[src/rtl/pixel_receiver.sv]
// Input front-end of the 3x3 convolution engine: loads the kernel, primes two
// line buffers with zeros, then streams the image into a sliding 3x3 window.
module pixel_receiver #(
   parameter int LINE_W     = 10,
   parameter int NUM_ROWS   = 9,
   parameter int NUM_KERNEL = 9
) (
   input  logic        Phi1,
   input  logic        Reset_b_s1,
   input  logic [7:0]  Pixel_s1,
   input  logic        Out_Stall_s1,
   output logic        Input_Ready_s1,
   output logic [71:0] Kernel_s1,
   output logic [71:0] Window_s1,
   output logic        Window_Valid_s1,
   output logic [1:0]  State_s1,
   output logic        Done_s1
);
   localparam int PRIME_CNT = 2 * LINE_W;
   localparam int IMG_CNT   = LINE_W * NUM_ROWS;
   localparam int CNT_MAX   = (PRIME_CNT > IMG_CNT) ? PRIME_CNT : IMG_CNT;
   localparam int CW        = $clog2(CNT_MAX + 1);
   localparam int COLW      = $clog2(LINE_W);
   localparam int ROWW      = $clog2(NUM_ROWS + 1);

   typedef enum logic [1:0] {
      RESET       = 2'b00,
      LOAD_KERNEL = 2'b01,
      PRIME       = 2'b10,
      STREAM      = 2'b11
   } state_t;

   state_t              state, state_nxt;
   logic [CW-1:0]       cnt, cnt_nxt;
   logic                capture, ready_nxt, done_nxt;
   logic [COLW-1:0]     col;
   logic [ROWW-1:0]     row;
   logic [7:0]          lb1 [LINE_W];
   logic [7:0]          lb2 [LINE_W];
   logic [8:0][7:0]     win;

   assign State_s1  = state;
   assign Window_s1 = win;

   always_ff @(posedge Phi1) begin
      if (!Reset_b_s1) begin
         state          <= RESET;
         cnt            <= '0;
         Input_Ready_s1 <= 1'b0;
         Done_s1        <= 1'b0;
      end else begin
         state          <= state_nxt;
         cnt            <= cnt_nxt;
         Input_Ready_s1 <= ready_nxt;
         Done_s1        <= done_nxt;
      end
   end

   // The first byte after reset is taken without a request; afterwards a
   // capture happens exactly one cycle after each registered request.
   always_comb begin
      state_nxt = state;
      cnt_nxt   = cnt;
      capture   = 1'b0;
      done_nxt  = Done_s1;
      ready_nxt = 1'b0;
      case (state)
         RESET: begin
            capture   = 1'b1;
            cnt_nxt   = CW'(1);
            state_nxt = LOAD_KERNEL;
         end
         LOAD_KERNEL: begin
            capture = Input_Ready_s1;
            if (capture) begin
               if (cnt == CW'(NUM_KERNEL - 1)) begin
                  cnt_nxt   = '0;
                  state_nxt = PRIME;
               end else begin
                  cnt_nxt = cnt + 1'b1;
               end
            end
         end
         PRIME: begin
            capture = Input_Ready_s1;
            if (capture) begin
               if (cnt == CW'(PRIME_CNT - 1)) begin
                  cnt_nxt   = '0;
                  state_nxt = STREAM;
               end else begin
                  cnt_nxt = cnt + 1'b1;
               end
            end
         end
         STREAM: begin
            capture = Input_Ready_s1;
            if (capture) cnt_nxt = cnt + 1'b1;
            done_nxt = Done_s1 || (cnt_nxt == CW'(IMG_CNT));
         end
         default: ;
      endcase
      // Each request resolves on the following edge, so nothing is in flight
      // when the next request is decided.
      if (state_nxt == LOAD_KERNEL || state_nxt == PRIME)
         ready_nxt = 1'b1;
      else if (state_nxt == STREAM)
         ready_nxt = !Out_Stall_s1 && !done_nxt && (cnt_nxt < CW'(IMG_CNT));
   end

   always_ff @(posedge Phi1) begin
      if (!Reset_b_s1) begin
         Kernel_s1       <= '0;
         win             <= '0;
         col             <= '0;
         row             <= '0;
         Window_Valid_s1 <= 1'b0;
         for (int i = 0; i < LINE_W; i++) begin
            lb1[i] <= '0;
            lb2[i] <= '0;
         end
      end else begin
         Window_Valid_s1 <= 1'b0;
         if (capture) begin
            case (state)
               RESET, LOAD_KERNEL: Kernel_s1 <= {Kernel_s1[63:0], Pixel_s1};
               PRIME, STREAM: begin
                  for (int i = LINE_W - 1; i > 0; i--) begin
                     lb1[i] <= lb1[i-1];
                     lb2[i] <= lb2[i-1];
                  end
                  lb1[0] <= Pixel_s1;
                  lb2[0] <= lb1[LINE_W-1];
                  if (state == PRIME) begin
                     col <= '0;
                     row <= '0;
                  end else begin
                     win[2] <= win[1];
                     win[1] <= win[0];
                     win[0] <= Pixel_s1;
                     win[5] <= win[4];
                     win[4] <= win[3];
                     win[3] <= lb1[LINE_W-1];
                     win[8] <= win[7];
                     win[7] <= win[6];
                     win[6] <= lb2[LINE_W-1];
                     // Left-edge windows straddle two rows and are never flagged.
                     Window_Valid_s1 <= (col >= COLW'(2)) && (row < ROWW'(NUM_ROWS));
                     if (col == COLW'(LINE_W - 1)) begin
                        col <= '0;
                        row <= row + 1'b1;
                     end else begin
                        col <= col + 1'b1;
                     end
                  end
               end
               default: ;
            endcase
         end
      end
   end
endmodule

[config.mk]
export PLATFORM = sky130hd
export DESIGN_NAME = pixel_receiver
export DESIGN_NICKNAME = d
export VERILOG_FILES = /design/src/rtl/pixel_receiver.sv
export SDC_FILE = /design/constraint.sdc
export NUM_CORES = 1
export LEC_CHECK = 0
export CAP_MARGIN = 15
export CORE_UTILIZATION = 50
export CTS_CLUSTER_DIAMETER = 120
export DETAILED_ROUTE_END_ITERATION = 6
export PLACE_DENSITY = 0.79
export SLEW_MARGIN = 25
export SYNTH_ARGS = -nofsm -noshare
export SYNTH_HDL_FRONTEND = slang
export SYNTH_SLANG_ARGS = --single-unit
[constraint.sdc]
create_clock -name Phi1 -period 5 [get_ports Phi1]
set_input_delay 1 -clock Phi1 [delete_from_list [all_inputs] [get_ports Phi1]]
set_output_delay 1 -clock Phi1 [all_outputs]
set_load 0.005 [all_outputs]
Word level (Yosys, flattened, before mapping)
Memory sizes are Yosys's and may differ from the RTL's. A register that Yosys moved wholly into a read port is not among the register bits.
Index checks and enable logic that the tools add are counted.
- flip-flop bits (word level): 156
- bits in latches: 0
- bits in writable memories: 160
- ROM bits: 0
- input bits: 11
- output and inout port bits: 149
- logic and storage cells: 121
- memories: 2
- $add $sub $neg: 3
- multiply operators: 0
- divide/modulo/power cells: 0
- $lt $le $gt $ge: 3
- equality and inequality tests: 10
- shifts and indexed selects: 0
- muxes and demuxes: 45
- bitwise logic cells: 24
- reduce and logical (&&, ||, !) cells: 18
- memory list (name ; words ; width ; rd ports ; clocked after Yosys merged registers in ; wr ports ; RTL line ; source):
    lb1 ; 10 ; 8 ; 10 ; 0 ; 10 ; 38 ; logic [7:0] lb1 [LINE_W];
    lb2 ; 10 ; 8 ; 10 ; 1 ; 10 ; 39 ; logic [7:0] lb2 [LINE_W];
- operators by type and width (cell ; number):
    two-way mux 8 bit ; 20
    two-way mux 7 bit ; 6
    case mux 7 bit (4 select lines) ; 1
    OR 1 bit ; 20
    two-way mux 4 bit ; 4
    adder 4 x 1 -> 4 bit (second input constant) ; 2
    == test 2 bit (second input constant) ; 4
    two-way mux 1 bit ; 8
    two-way mux 2 bit ; 4
    adder 7 x 1 -> 7 bit (second input constant) ; 1
    == test 7 x 4 -> 1 bit (second input constant) ; 1
    == test 7 x 5 -> 1 bit (second input constant) ; 1
    == test 7 bit (second input constant) ; 1
    less-than comparator 7 bit (second input constant) ; 1
    case mux 2 bit (3 select lines) ; 1
    AND reduction 3 bit ; 2
    == test 2 x 1 -> 1 bit (second input constant) ; 2
    == test 4 bit (second input constant) ; 1
    >= comparator 4 x 2 -> 1 bit (second input constant) ; 1
    less-than comparator 4 bit (second input constant) ; 1
    inverter 1 bit ; 4
    AND reduction 2 bit ; 2
    OR reduction 2 bit ; 2
    OR reduction 4 bit ; 1
    7 further kinds ; 12

Depth between registers and ports, before layout
Gate-level depths: netlist of run 1.
- depth in word-level cells: 11
- depth in mapped cells: 11
- depth with buffers taken out: 10

Least setup slack after synthesis of run 1
Ideal clock, no wire load.
- kind: input to register
- from: input port Reset_b_s1
- to: memory lb1[0][0] (enable)
- library setup time: 1336 ps
- data arrival time: 3842 ps
- data required time: 3664 ps
- slack: -179 ps
- stages on the path: 2
- path buffers: 1
- cell sequence: clkbuf_1 nand2_1
- RTL lines (item ; RTL line ; source):
    start: declaration ; 9 ; input logic Reset_b_s1,
    end: declaration ; 38 ;

Worst setup path in the final report of run 1
- from: register Input_Ready_s1
- to: output port Input_Ready_s1
- RTL lines (item ; RTL line ; source):
    start: declaration ; 12 ; output logic Input_Ready_s1,
    start signal: assignment ; 54 ; Input_Ready_s1 <= ready_nxt;
No word-level cell between the ends.

==> results of run 1 <==
[power groups by stage]
stage	Clock [W]	Sequential [W]	Combinational, W
after detailed placement	0	0.00292	0.000141
after global routing	0.00261	0.00287	0.000154
final	0.00245	0.00286	0.000140
after floorplan	0	0.00291	0.0000865
after global placement	0	0.00292	0.000140
after CTS	0.00251	0.00286	0.000142
[cell families after synthesis]
| family | after synthesis | share of synthesized area |
|---|---|---|
| DFF | 324 | 0.6580 |
| buffers and inverters | 82 | 0.02576 |
| and+or+nand+nor | 519 | 0.1995 |
| adders and majority gates | 5 | 0.005090 |
| AOI/OAI and AO/OA | 178 | 0.1066 |
| xor gates and xnor gates | 7 | 0.004988 |
[state kept, by name (all words and copies together), names as in the netlist]
signal	count
Done_s1	1
Input_Ready_s1	1
Kernel_s1	72
State_s1	2
Window_Valid_s1	1
Window_s1	72
cnt	7
col	4
lb1	80
lb2	80
row	4
[area by class of cell]
type / count / area (sq um)
inverters: 9 / 33.78
multi-input cells: 709 / 3926
clock buffers: 51 / 998.5
fillers: 1909 / 9046
flip-flops and latches: 324 / 8088
repair buffers: 167 / 1662
well taps: 324 / 405.4
clock inverters: 8 / 88.84
[worst min-delay path, cell delays in order (launching register included)]
cell and delay, ps:
dfxtp_1 300, nand2_1 50, a21boi_1 50
[routing by layer]
metal	vias to the layer above	wire, um	global-route usage	share of wire
li1	3977	-	-	-
met1	3807	10850	0.2456	0.46
met2	162	10990	0.3036	0.46
met3	39	1331	0.04833	0.056
met4	0	504	0.05428	0.021
met5	-	0	0	0
[Yosys cell counts (3+ instances only)]
library cell  count
and2_1          165
o21ai_0           7
clkbuf_1         63
xor2_1            5
nor2b_1           5
nand4_1           4
nor3_1            5
inv_1             7
a21boi_1        144
buf_1             3
a21oi_1           8
nor2_1           15
edfxtp_1        160
buf_2             7
a21boi_0          3
dfxtp_1         164
ha_1              5
o21a_1            3
nand3_1           7
nand2_1         306
[final timing paths]
path	start	slack (ps)	end	depth (start not counted)
setup reg to reg	Input_Ready_s1	2180	lb2[0][5]	3
setup / recovery	Input_Ready_s1	2080	Input_Ready_s1	1
hold / removal	Window_s1[64]	450	Window_s1[64]	2
hold reg to reg	Window_s1[64]	450	Window_s1[64]	2
[per-stage QoR]
stage	hold WS [ps]	power [W]	setup WS, ps	area, sq um	instances
global placement	439.1	0.003057	1788	14090	1532
global route	475.8	0.005630	1959	15200	1592
floorplan	451.4	0.002999	1442	12290	1115
CTS	452.4	0.005511	2072	15180	1591
detailed placement	445.0	0.003060	1755	14090	1532
finish	451.0	0.005454	2078	15200	1592
==> results.toml, run 1 <==
[sta]
max_slew_margin = 0.3228
hold_viol = 0
setup_violations = 0
fmax_mhz = 342.2
min_period_over_period = 0.5845
min_period_ps = 2922
worst_pin_slew_ps = 1016
skew_ps = 12.23
drv_slew = 0
grt_setup_unrepaired = "no"
tns_ps = 0

[run]
drv_cap = 0

[clock_network]
cts_resized = 0
cts_root_buf = "clkbuf_16"
clk_latency_ps = 500
clk_pin_slew_ps = 50
cts_inserted_buffers = 34
cts_setup_buffers = 0
clk_path_buf_depth = 3
hold_buffers = 0
cts_tree = "yes"
clock-sinks = 324
cts_max_level = 2

[layout]
final_util = 0.6269
final_cell_mix = "nand2_1, and2_1, dfxtp_1, edfxtp_1, clkdlybuf4s50_1"
n_antenna_cell = 0
area_growth_pct = 23.69
drive_gt1_frac = 0.05126
final_common_cell = "nand2_1"
nNetsFinal = 1261

[yosys]
ys_async_sr_fraction = 0
ys_warn_count = 0
synth_edf_count = 160
synthCells = 1115
syn_nets = 1131
ys_seq_area_frac = 0.6580
synth_top_area_share = 0.3909
synth.area.top_cells = "edfxtp_1, dfxtp_1, nand2_1"
yosysUniqueCellTypes = 44
yosys.area.top_type = "edfxtp_1"
synth_top_flop_cell = "dfxtp_1"
avgSynthCellArea_sq_um = 11.02
synth_area_sq_mm = 0.01229
ys_ff_latch = 324

[global_routing]
overflow = 0
track_usage = 0.1867
grt_pass1_wl_um = 38970
grt_max_degree = 134
grt_antenna_before_repair = 0
grt_pass1_vias = 7685

[die]
dieHeight_um = 158.8
design.core.area_sq_mm = 0.02425
io_pins = 160
start_util = 0.5069
die_area_sq_mm = 0.02521
num_rows = 57
die_w_um = 158.8

[power]
power_per_cell_area_mw_per_mm2 = 358.8
leakage_nw = 5.359
pwr-share-comb = 0.026
p_int_w = 0.004375
swShare = 0.1979
pwr-share-clk = 0.449
p_sw_w = 0.001079
seqPwrFrac = 0.525
peakVddDrop_uv = 220.6

[worst_setup_path]
critPathMaxStageDelay_ps = 790
worst-setup-path-type = "register to primary output"
worst_path_dominant_cell_family = "flip-flops"
startpoint_type = "register"
critPathCaptureType = "primary output"
critPathArrivalTime_ps = 1920
cp_max_fo = 19
required_ps = 4000
path_cells = "clkdlybuf4s50_1"
cpMaxStageDelayCell = "dfxtp_1"
crit_buf_inv = 1

[placement]
dp_hpwl_um = 13970
io_buffer_count = 159
gp_congestion = 0.7806

[drt]
drc = 0
routedWlPerCell_um = 14.87
wl_um = 23670
drtIter0Drc = 544
dr_total_vias = 7985
ant_nets = 0
viasPerCell = 5.016
first_pass_iters = 4

[status]
status = "finished clean"

[min_path]
hp-class = "register to register"
Note: power is estimated with default switching activity, not from simulation.
==> inputs of run 2 (changes only) <==
- clock period: 5 -> 2.4 ns (I/O delays scaled with it)
==> run 2 against run 1 <==
Compared with the run above: clock skew is 0.60 ps higher; sequential cell count stayed put; setup slack worse by 1900 ps; global-route usage is 0.28 points higher; first-iteration DRC count is 14% lower; register-to-register slack worse by 2000 ps; cell count is 0.75% higher; total power is 110% higher; final area is 1.6% higher; clock power is 110% higher; sequential power is 110% higher; non-clock buffer count is 11 higher; critical endpoint unchanged; largest cell class unchanged.
==> results.toml, run 2 (synthesis gave the netlist of run 1 again) <==
[layout]
ff_latch_area_sq_mm = 0.008089
fill_cells = 1888
final_common_cell = "nand2_1"
final_cell_mix = "nand2_1, and2_1, dfxtp_1, edfxtp_1, clkdlybuf4s50_1"
multi_input_area_sq_mm = 0.003933
nNetsFinal = 1272
drive_gt1_frac = 0.06563
area_growth_pct = 25.67
n_antenna_cell = 0
reg.largest.list = "lb1: 80 flops, lb2: 80 flops"
final_cell_area_sq_mm = 0.01545

[sta]
drv_slew = 0
hold_viol = 0
min_period_over_period = 0.9395
max_slew_margin = 0.5044
tns_ps = 0
setup_violations = 0
worst_pin_slew_ps = 743.3
skew_ps = 12.83
grt_setup_unrepaired = "no"
fmax_mhz = 443.5
min_period_ps = 2255

[die]
dieHeight_um = 158.8
start_util = 0.5069
die_w_um = 158.8
die_area_sq_mm = 0.02521
io_pins = 160
num_rows = 57
design.core.area_sq_mm = 0.02425

[min_path]
min_from = "Window_s1[23]"
min_to = "Window_s1[23]"
worstHoldPathCells = 2
hp-class = "register to register"

[clock_network]
cts_setup_buffers = 0
clk_path_buf_depth = 3
cts_max_level = 2
clk_pin_slew_ps = 60
cts_resized = 0
cts_inserted_buffers = 34
cts_tree = "yes"
clk_latency_ps = 510
cts_root_buf = "clkbuf_16"
clock-sinks = 324
hold_buffers = 0

[global_routing]
grtUsageMet2 = 0.3092
grt_pass1_wl_um = 39440
grt_antenna_before_repair = 0
use_met1 = 0.2484
grt-busiest-layer = "met2"
track_usage = 0.1895
grt_max_degree = 85
overflow = 0
use_met3 = 0.04990
grt_pass1_vias = 7695

[power]
power_per_cell_area_mw_per_mm2 = 742.6
pwr-share-comb = 0.028
swShare = 0.2018
peakVddDrop_uv = 687.3
seqPwrFrac = 0.520
pwr-share-clk = 0.452
p_sw_w = 0.002314
p_int_w = 0.009157
leakage_nw = 5.475
finalPower_w = 0.01147

[drt]
drtIter0Drc = 469
dr_total_vias = 8127
routedWlPerCell_um = 14.84
drc = 0
wl_um = 23800
ant_nets = 0
first_pass_iters = 5
viasPerCell = 5.067

[worst_setup_path]
path_depth = 1
rr_worst_depth = 9
critPathCaptureType = "primary output"
cpMaxStageDelayCell = "dfxtp_1"
reg2reg_slack_ps = 220
path_cells = "clkdlybuf4s50_1"
required_ps = 1920
r2r-end = "Input_Ready_s1"
crit_buf_inv = 1
startpoint_type = "register"
r2r-start = "cnt[0]"
worst-setup-path-type = "register to primary output"
cp_max_fo = 15
worst_path_dominant_cell_family = "flip-flops"
critPathMaxStageDelay_ps = 660
critPathArrivalTime_ps = 1770

[placement]
gp_congestion = 0.8283
postPlaceCellArea_sq_mm = 0.01432
io_buffer_count = 159
dp_hpwl_um = 14920

[status]
status = "finished clean"

[run]
drv_cap = 0
-- run 2: changes by cell type in the layout (fill, tap and decap cells not counted), sizes merged --
cell    change
inv         +2
buf        +11
clkbuf      -5
clkinv      +3
bufinv      +1
-- run 2: power by group through the flow --
stage,registers (W),clock network (W),logic [W]
after global placement,0.00607,0,0.000319
after CTS,0.00596,0.00532,0.000325
after detailed placement,0.00608,0,0.000324
after floorplan,0.00606,0,0.000181
after global routing,0.00597,0.00556,0.000349
final,0.00596,0.00519,0.000321
-- run 2: cell type report --
cell class	instances	share of cell area
Timing Repair Buffer	178	0.1210
Sequential cell	324	0.5237
Inverter	9	0.002187
Tap cell	324	0.02625
Clock buffer	46	0.06124
Multi-Input combinational cell	709	0.2546
Clock inverter	14	0.01102
-- run 2: stage by stage --
stage               cells    util  hold slack [ps]  worst slack [ps]
floorplan            1115       -            451.4             32.07
CTS                  1604  0.6367            452.3             132.4
global placement     1544  0.5907            440.3             214.9
finish               1604  0.6370            449.6             145.3
detailed placement   1544  0.5907            445.0             151.3
global route         1604  0.6370            472.6             25.10
-- run 2: how the worst max path moves through the flow --
stage	endpoint	start	slack, ps
2_1_floorplan	lb1[0][0]	Input_Ready_s1	30
3_3_place_gp	Input_Ready_s1	cnt[0]	210
3_5_place_dp	Input_Ready_s1	cnt[0]	150
4_1_cts	Input_Ready_s1	Input_Ready_s1	130
5_1_grt	Input_Ready_s1	Input_Ready_s1	30
6_report	Input_Ready_s1	Input_Ready_s1	150
-- run 2: layer usage --
layer  wire length (um)  vias up
li1                   -     3996
met1              10400     3867
met2              11320      227
met3               1678       37
met4                400        0
met5                  0        -
==> inputs of run 3 (changes only) <==
- MAX_ROUTING_LAYER: not set -> met4
==> run 3 against run 2 <==
Compared with the run above: wire length down 0.17%; worst hold slack about the same; total power about the same; sequential share of layout area unchanged; die area is the same; count of clock-buffer cells in the layout unchanged; cell count unchanged; first-iteration DRC count increased by 0.85%; clock power about the same; critical endpoint unchanged; largest power group unchanged.
==> results.toml, run 3 (synthesis gave the netlist of run 1 again) <==
[sta]
hold_viol = 0
setup_violations = 0
fmax_mhz = 440.8
grt_setup_unrepaired = "no"
tns_ps = 0
min_period_over_period = 0.9452
max_slew_margin = 0.5073
worst_pin_slew_ps = 739.0
skew_ps = 12.61
min_period_ps = 2268
hold_slack_ps = 449.6
drv_slew = 0

[run]
drv_cap = 0

[layout]
nNetsFinal = 1272
final_common_cell = "nand2_1"
area_growth_pct = 25.67
drive_gt1_frac = 0.06563
n_antenna_cell = 0
fill_cells = 1888
final_cell_mix = "nand2_1, and2_1, dfxtp_1, edfxtp_1, clkdlybuf4s50_1"
reg.largest.list = "lb1: 80 flops, lb2: 80 flops"

[power]
peakVddDrop_uv = 686.9
leakage_nw = 5.475
power_per_cell_area_mw_per_mm2 = 742.9

[worst_setup_path]
critPathCaptureType = "primary output"
crit_buf_inv = 1
cp_max_fo = 15
path_cells = "clkdlybuf4s50_1"
cpMaxStageDelayCell = "dfxtp_1"
required_ps = 1920
worst_path_dominant_cell_family = "flip-flops"
startpoint_type = "register"
worst-setup-path-type = "register to primary output"
critPathMaxStageDelay_ps = 670
critPathArrivalTime_ps = 1790

[drt]
first_pass_iters = 4
dr_total_vias = 8143
drtIter0Drc = 473
viasPerCell = 5.077
drc = 0
wl_um = 23760
ant_nets = 0
routedWlPerCell_um = 14.81

[global_routing]
use_met1 = 0.2512
use_met3 = 0.04781
track_usage = 0.1954
grt_antenna_before_repair = 0
grtUsageMet2 = 0.3086
grt-busiest-layer = "met2"
grt_pass1_vias = 7674
grt_pass1_wl_um = 39480
grt_max_degree = 85
overflow = 0

[die]
start_util = 0.5069
design.core.area_sq_mm = 0.02425
die_w_um = 158.8
die_area_sq_mm = 0.02521
num_rows = 57
dieHeight_um = 158.8
io_pins = 160

[clock_network]
clock-sinks = 324
clk_latency_ps = 510
hold_buffers = 0
cts_root_buf = "clkbuf_16"
cts_tree = "yes"
cts_inserted_buffers = 34
cts_max_level = 2
clk_path_buf_depth = 3
clk_pin_slew_ps = 60

[status]
status = "finished clean"

[placement]
io_buffer_count = 159
dp_hpwl_um = 14920
gp_congestion = 0.8438

[min_path]
hp-class = "register to register"
## run 3: cell counts in the layout (fill, tap and decap cells not counted)
No cell type changed its count.
## run 3: cell type report
cell class              count  area, sq um  area share
inverters                   9        33.78    0.002187
clock buffers              46        945.9     0.06124
flip-flops and latches    324         8089      0.5237
repair buffers            178         1869      0.1210
well taps                 324        405.4     0.02625
multi-input cells         709         3933      0.2546
clock inverters            14        170.2     0.01102
## run 3: worst paths after layout
| path | from | endpoint | slack [ps] | cells past startpoint |
|---|---|---|---|---|
| min reg2reg | Window_s1[23] | Window_s1[23] | 450 | 2 |
| max | Input_Ready_s1 | Input_Ready_s1 | 130 | 1 |
| max reg2reg | cnt[0] | Input_Ready_s1 | 200 | 9 |
| min | Window_s1[23] | Window_s1[23] | 450 | 2 |
## run 3: metal layers
layer	vias to the layer above	share of wire
li1	3995	-
met1	3894	0.44
met2	217	0.48
met3	37	0.066
met4	0	0.017
met5	-	0
## run 3: repair_timing
action,CTS,global route
buffers inserted,0,0
gates resized for setup,0,2
setup endpoints to repair,0,1
## run 3: metrics by stage
stage          setup WS, ps  total power [W]  area, sq um    util  std cells
3_3_place_gp          214.9         0.006392        14320  0.5907       1544
5_1_grt               25.13          0.01188        15450  0.6370       1604
3_5_place_dp          151.3         0.006402        14320  0.5907       1544
2_1_floorplan         32.07         0.006243        12300       -       1115
6_report              131.6          0.01148        15450  0.6370       1604
4_1_cts               132.4          0.01160        15440  0.6367       1604
## run 3: power breakdown
part / switching, W / internal, W / total, W / leakage, nW
clock network: 0.00209 / 0.00311 / 0.00519 / 0.551
registers: 0.0000535 / 0.00591 / 0.00596 / 2.98
logic: 0.000179 / 0.000142 / 0.000321 / 1.95
total: 0.00232 / 0.00916 / 0.0115 / 5.48
